==> config.mk <==
export PLATFORM = sky130hd
export DESIGN_NAME = stream_out_multi
export DESIGN_NICKNAME = d
export VERILOG_FILES = /design/src/rtl/stream_out_multi.sv
export SDC_FILE = /design/constraint.sdc
export NUM_CORES = 1
export LEC_CHECK = 0
export BUFFER_PORTS_ARGS = -buffer_cell sky130_fd_sc_hd__buf_2
export CAP_MARGIN = 10
export CORE_MARGIN = 4
export CORE_UTILIZATION = 40
export CTS_BUF_LIST = sky130_fd_sc_hd__clkbuf_8
export CTS_CLUSTER_SIZE = 28
export DETAILED_ROUTE_END_ITERATION = 10
export GPL_TIMING_DRIVEN = 0
export PLACE_DENSITY = 0.71
export SYNTH_ARGS = -nofsm -noshare
export SYNTH_HDL_FRONTEND = slang
export SYNTH_SLANG_ARGS = --single-unit
export TNS_END_PERCENT = 10
==> constraint.sdc <==
create_clock -name clk_i -period 8.9 [get_ports clk_i]
set_input_delay 0.445 -clock clk_i [delete_from_list [all_inputs] [get_ports clk_i]]
set_output_delay 0.445 -clock clk_i [all_outputs]
set_load 0.02 [all_outputs]
==> src/rtl/stream_out_multi.sv <==
// Multi-lane bus-to-stream serializer with valid/ready backpressure.
// Define STREAM_OUT_SNAPSHOT_EN to capture the bus at start instead of reading it live.
module stream_out_multi #(
  parameter int                    DATA_WIDTH = 16,
  parameter int                    TOTAL_ELEM = 16,
  parameter int                    LANES      = 2,
  parameter logic [DATA_WIDTH-1:0] RESET_VAL  = '0,
  localparam int                   CNT_WIDTH  = $clog2(TOTAL_ELEM+1)
) (
  input  logic                             clk_i,
  input  logic                             rst_i,
  input  logic [TOTAL_ELEM*DATA_WIDTH-1:0] bus_data_i,
  input  logic [CNT_WIDTH-1:0]             num_elem_i,
  input  logic                             start_i,
  input  logic                             clr_i,
  output logic [LANES*DATA_WIDTH-1:0]      stream_data_o,
  output logic [LANES-1:0]                 stream_lane_valid_o,
  output logic                             stream_valid_o,
  input  logic                             stream_ready_i,
  output logic                             stream_last_o,
  output logic                             busy_o,
  output logic                             done_o
);

  localparam int IW = CNT_WIDTH + 1;
  localparam logic [IW-1:0] TE = IW'(TOTAL_ELEM);
  localparam logic [IW-1:0] LN = IW'(LANES);

  typedef enum logic {IDLE, STREAM} state_t;

  state_t                          state;
  logic [IW-1:0]                   len;
  logic [IW-1:0]                   base;
  logic [IW-1:0]                   len_new;
  logic [IW-1:0]                   ld_base;
  logic [IW-1:0]                   ld_len;
  logic [IW-1:0]                   idx;
  logic [TOTAL_ELEM*DATA_WIDTH-1:0] ld_src;
  logic [LANES*DATA_WIDTH-1:0]     ld_data;
  logic [LANES-1:0]                ld_mask;
  logic                            ld_last;

`ifdef STREAM_OUT_SNAPSHOT_EN
  logic [TOTAL_ELEM*DATA_WIDTH-1:0] snap;
`endif

  always_comb begin
    len_new = IW'(num_elem_i);
    if (num_elem_i == '0 || IW'(num_elem_i) > TE)
      len_new = TE;
  end

  // One loader serves both the first beat (from IDLE) and every following beat.
  always_comb begin
    ld_base = '0;
    ld_len  = len_new;
    ld_src  = bus_data_i;
    if (state == STREAM) begin
      ld_base = base + LN;
      ld_len  = len;
`ifdef STREAM_OUT_SNAPSHOT_EN
      ld_src  = snap;
`endif
    end
    ld_data = {LANES{RESET_VAL}};
    ld_mask = '0;
    idx     = '0;
    for (int k = 0; k < LANES; k++) begin
      idx = ld_base + IW'(k);
      if (idx < ld_len) begin
        ld_mask[k] = 1'b1;
        for (int j = 0; j < TOTAL_ELEM; j++)
          if (idx == IW'(j))
            ld_data[k*DATA_WIDTH +: DATA_WIDTH] =
              ld_src[j*DATA_WIDTH +: DATA_WIDTH];
      end
    end
    ld_last = (ld_base + LN >= ld_len);
  end

  always_ff @(posedge clk_i or posedge rst_i) begin
    if (rst_i) begin
      state               <= IDLE;
      len                 <= '0;
      base                <= '0;
      stream_data_o       <= {LANES{RESET_VAL}};
      stream_lane_valid_o <= '0;
      stream_valid_o      <= 1'b0;
      stream_last_o       <= 1'b0;
      busy_o              <= 1'b0;
      done_o              <= 1'b0;
`ifdef STREAM_OUT_SNAPSHOT_EN
      snap                <= '0;
`endif
    end else if (clr_i) begin
      state               <= IDLE;
      base                <= '0;
      stream_data_o       <= {LANES{RESET_VAL}};
      stream_lane_valid_o <= '0;
      stream_valid_o      <= 1'b0;
      stream_last_o       <= 1'b0;
      busy_o              <= 1'b0;
      done_o              <= 1'b0;
    end else begin
      done_o <= 1'b0;
      unique case (state)
        IDLE: begin
          if (start_i) begin
            state               <= STREAM;
            len                 <= len_new;
            base                <= '0;
            stream_data_o       <= ld_data;
            stream_lane_valid_o <= ld_mask;
            stream_valid_o      <= 1'b1;
            stream_last_o       <= ld_last;
            busy_o              <= 1'b1;
`ifdef STREAM_OUT_SNAPSHOT_EN
            snap                <= bus_data_i;
`endif
          end
        end
        STREAM: begin
          if (stream_valid_o && stream_ready_i) begin
            if (stream_last_o) begin
              state               <= IDLE;
              stream_data_o       <= {LANES{RESET_VAL}};
              stream_lane_valid_o <= '0;
              stream_valid_o      <= 1'b0;
              stream_last_o       <= 1'b0;
              busy_o              <= 1'b0;
              done_o              <= 1'b1;
            end else begin
              base                <= ld_base;
              stream_data_o       <= ld_data;
              stream_lane_valid_o <= ld_mask;
              stream_last_o       <= ld_last;
            end
          end
        end
        default: state <= IDLE;
      endcase
    end
  end

endmodule

==> flow_metrics.env <==
export IMPL_status="finished clean"
export IMPL_synth_ff_type="dfrtp_1"
export IMPL_wl_per_cell_microns=33.8
export IMPL_unrepaired_setup_endpoints_after_global_routing="no"
export IMPL_io_buffer_count=303
export IMPL_drt_wl_total_microns=57500
export IMPL_synth_ff_latch_count=49
export IMPL_max_cap_viol_count=0
export IMPL_vias_per_cell=7.50
export IMPL_clock_root_buffer="clkbuf_8"
export IMPL_post_cts_repair_setup_buffers=0
export IMPL_ys_types=83
export IMPL_area_delta_synth_final_pct=25.9
export IMPL_area_inside_the_core_boundary_sq_mm=0.0189
export IMPL_finalClockSkew_ns=0.0115
export IMPL_timing_slew_headroom_pct=6.05
export IMPL_timing_critical_path_mode_cell="clkbuf_1"
export IMPL_critical_path_startpoint_type="flop"
export IMPL_synth_net_count=1410
export IMPL_timing_final_crit_period_ns=5.50
export IMPL_clock_tree_buffer_depth=2
export IMPL_ctsHtreeMaxLevel=2
export IMPL_post_route_setup_slack_ns=3.40
export IMPL_timing_critical_path_arrival_ns=5.75
export IMPL_biggest_area_consumer_among_synthesized_cells="dfrtp_1"
export IMPL_routed_via_count=12800
export IMPL_yosysMostFrequentCell="nand2_1"
export IMPL_die_height_microns=147
export IMPL_timing_critical_path_to_type="flop"
export IMPL_power_frac_comb_pct=52.5
export IMPL_placement_setup_worst_slack_ns=3.95
export IMPL_tritoncts="done"
export IMPL_crit_buf_inv=8
export IMPL_nets=1723
export IMPL_rows=50
export IMPL_p_total_uw=923
export IMPL_floorplan_die_area_sq_mm=0.0216
export IMPL_cts_clk_slew_worst_paths_ns=0.11
export IMPL_cpPeakStageDelay_ns=0.93
export IMPL_synth_seq_area_share_pct=15.8
export IMPL_fin_setup_tns_ns=0
export IMPL_netlist_area_sq_mm=0.00774
export IMPL_maximum_number_of_pins_on_one_net_before_global_route_repair=39
export IMPL_achievable_frequency_mhz=182
export IMPL_crit_slowest_cell="clkbuf_1"
export IMPL_p_sw_share_pct=47.5
export IMPL_cts_inserted_buffers=5
export IMPL_die_w_microns=147
export IMPL_synth_top_cells_by_count="111 x nand2_1, 86 x nor2_1, 83 x clkbuf_1, 75 x o21ai_0, 72 x a21oi_1"
export IMPL_power_share_sequential_pct=28.0
export IMPL_dr_pass1_iters=11
export IMPL_synth_cells=1123
export IMPL_crit_fanout=10
export IMPL_place_hpwl_microns=44100
export IMPL_synth_enable_flop_cells=0
export IMPL_numClockSinks=49
export IMPL_worst_hold_check_slack_ns=0.0195
export IMPL_fin_crit_sh_pct=61.8
export IMPL_hold_viol=0
export IMPL_globalRouteTotalUtil_pct=49.9
export IMPL_cts_hold_buf=0
export IMPL_irDropWorstVdd_mv=0.0634
export IMPL_max_transition_viols_final=0
export IMPL_data_required_time_of_the_worst_path_ns=9.15
export IMPL_grt_pass1_wl_microns=80500
export IMPL_placed_cells_incl_taps=1688
export IMPL_ys_top_cells_by_area="dfrtp_1 16%, nand2_1 5.4%, o21ai_0 4.9%"
export IMPL_finalWeightedCongestion=1.07
export IMPL_drtAntennaViolNets=0
export IMPL_path_class="reg -> reg"
export IMPL_grt_ovfl_total=0
export IMPL_p_leak_uw=0.00415
export IMPL_cts_resized=0
export IMPL_clock_latency_ns=0.34
export IMPL_ioPinCount=304
export IMPL_fin_cells=1703
export IMPL_async_s_r_ff_share_synth_pct=100
export IMPL_design_internal_power_uw=485
export IMPL_worstMarginPinSlew_ns=1.40
export IMPL_worst_hold_path_type="in -> async"
export IMPL_clock_power_share_pct=19.5
export IMPL_path_cells="buf_2 > buf_2 > nand2b_1 > inv_1 > ha_1 > clkbuf_1 > inv_1 > buf_1 > clkbuf_1 > clkbuf_1 > o21ai_0 > nand2_1 > o311ai_0 > o31ai_1"
export IMPL_setup_viol=0
export IMPL_number_of_antenna_violations_at_the_first_check_in_global_routing=7
export IMPL_route_detailed_drc=0
export IMPL_switchingPower_uw=438
export IMPL_cp_top_family="buffers and inverters"
export IMPL_powerDensity_mw_per_mm2=94.7
export IMPL_drt_first_iter_violations=2636
export IMPL_post_route_cells_drive_above_1_share_pct=24.8
export IMPL_post_synth_top_area_fraction_pct=15.8
export IMPL_grt_pass1_vias=11800
export IMPL_syn_area_per_cell_sq_um=6.89
export IMPL_yosys_warnings=0
export IMPL_start_util_pct=41.0
cell families after synthesis:
| logic type | after synthesis | synth area share [%] |
|---|---|---|
| AO/OA/AOI/OAI | 475 | 44.2 |
| XOR/XNOR | 11 | 1.25 |
| adder cells (fa/ha/maj) | 21 | 3.40 |
| buffers and inverters | 142 | 7.44 |
| flip-flops | 49 | 15.8 |
| multiplexers | 4 | 0.598 |
| AND/OR/NAND/NOR | 421 | 27.2 |
layout by cell type (no fill, tap or decap), types with 9 or more instances in the layout:
cell,netlist,routed
o2111ai_1,9,9
dfrtp_1,49,49
nor3_1,59,59
clkbuf_1,83,83
o21ai_0,75,75
nand3_1,56,56
ha_1,21,21
o31ai_1,16,16
nand2b_1,12,12
buf_2,13,317
o221ai_1,15,15
inv_1,30,29
a221oi_1,32,32
buf_1,10,10
and3_1,11,11
a221o_1,23,23
a21oi_1,72,72
nor4_1,18,18
a22oi_1,35,35
a31oi_1,20,20
xnor2_1,10,10
nor2b_1,9,9
nor2_1,86,86
a211oi_1,18,18
o22ai_1,35,35
nand2_1,111,111
nand4_1,18,18
a222oi_1,13,13
o211ai_1,23,23
a22o_1,10,10
area by class of cell:
type                       count  area, sq um
clock buffer                   5         68.8
sequential                    49         1230
fill                        2000         9150
antenna                        6         15.0
buffer                       110          455
tap                          260          325
timing repair buffer         306         1550
multi-input combinational    932         5940
inverter                      32          120
clock inverter                 3         46.3
worst register-to-register path: cells and delay by family, from the launching register on:
family	cells	cell delay [ns]
AOI/OAI and AO/OA	3	0.80
adders and majority gates	1	0.22
buffers and inverters	8	3.56
DFF	1	0.49
and+or+nand+nor	2	0.33
through the flow:
step | area [sq um] | utilization [%]
after CTS | 9720 | 51.4
after floorplan | 7740 | -
after global placement | 9580 | 50.7
after global routing | 9740 | 51.5
after detailed placement | 9600 | 50.8
final | 9740 | 51.6
registers in the layout, summed over array words and instances (netlist names):
signal and count:
done_o 1, stream_lane_valid_o 2, stream_last_o 1, len 5, stream_data_o 32, busy_o 1
base 6, state 1
routing by layer:
layer | vias up | wire length, microns | global-route usage (%)
li1 | 5100 | - | -
met2 | 1572 | 22300 | 71.2
met1 | 5730 | 20300 | 63.6
met4 | 4 | 4730 | 28.8
met3 | 362 | 10100 | 19.9
met5 | - | 42 | 0
final timing paths:
kind                                        start  slack, ns                      to  cells past startpoint
max reg2reg                                 state       3.40       stream_data_o[25]                     14
min reg2reg                stream_lane_valid_o[0]       0.48  stream_lane_valid_o[0]                      1
max in group asynchronous                   rst_i       8.36       stream_data_o[28]                      3
max                                         state       3.40       stream_data_o[25]                     14
min                                         rst_i       0.02                 base[0]                      2
min in group clk_i                          clr_i       0.35                   state                      2
power groups by stage:
stage	Clock [uW]	Combinational (uW)	Sequential (uW)
floorplan	0	203	276
global placement	0	446	261
detailed placement	0	447	261
CTS	177	449	257
global route	181	494	260
finish	180	485	258
Note: power is estimated with default switching activity, not from simulation.
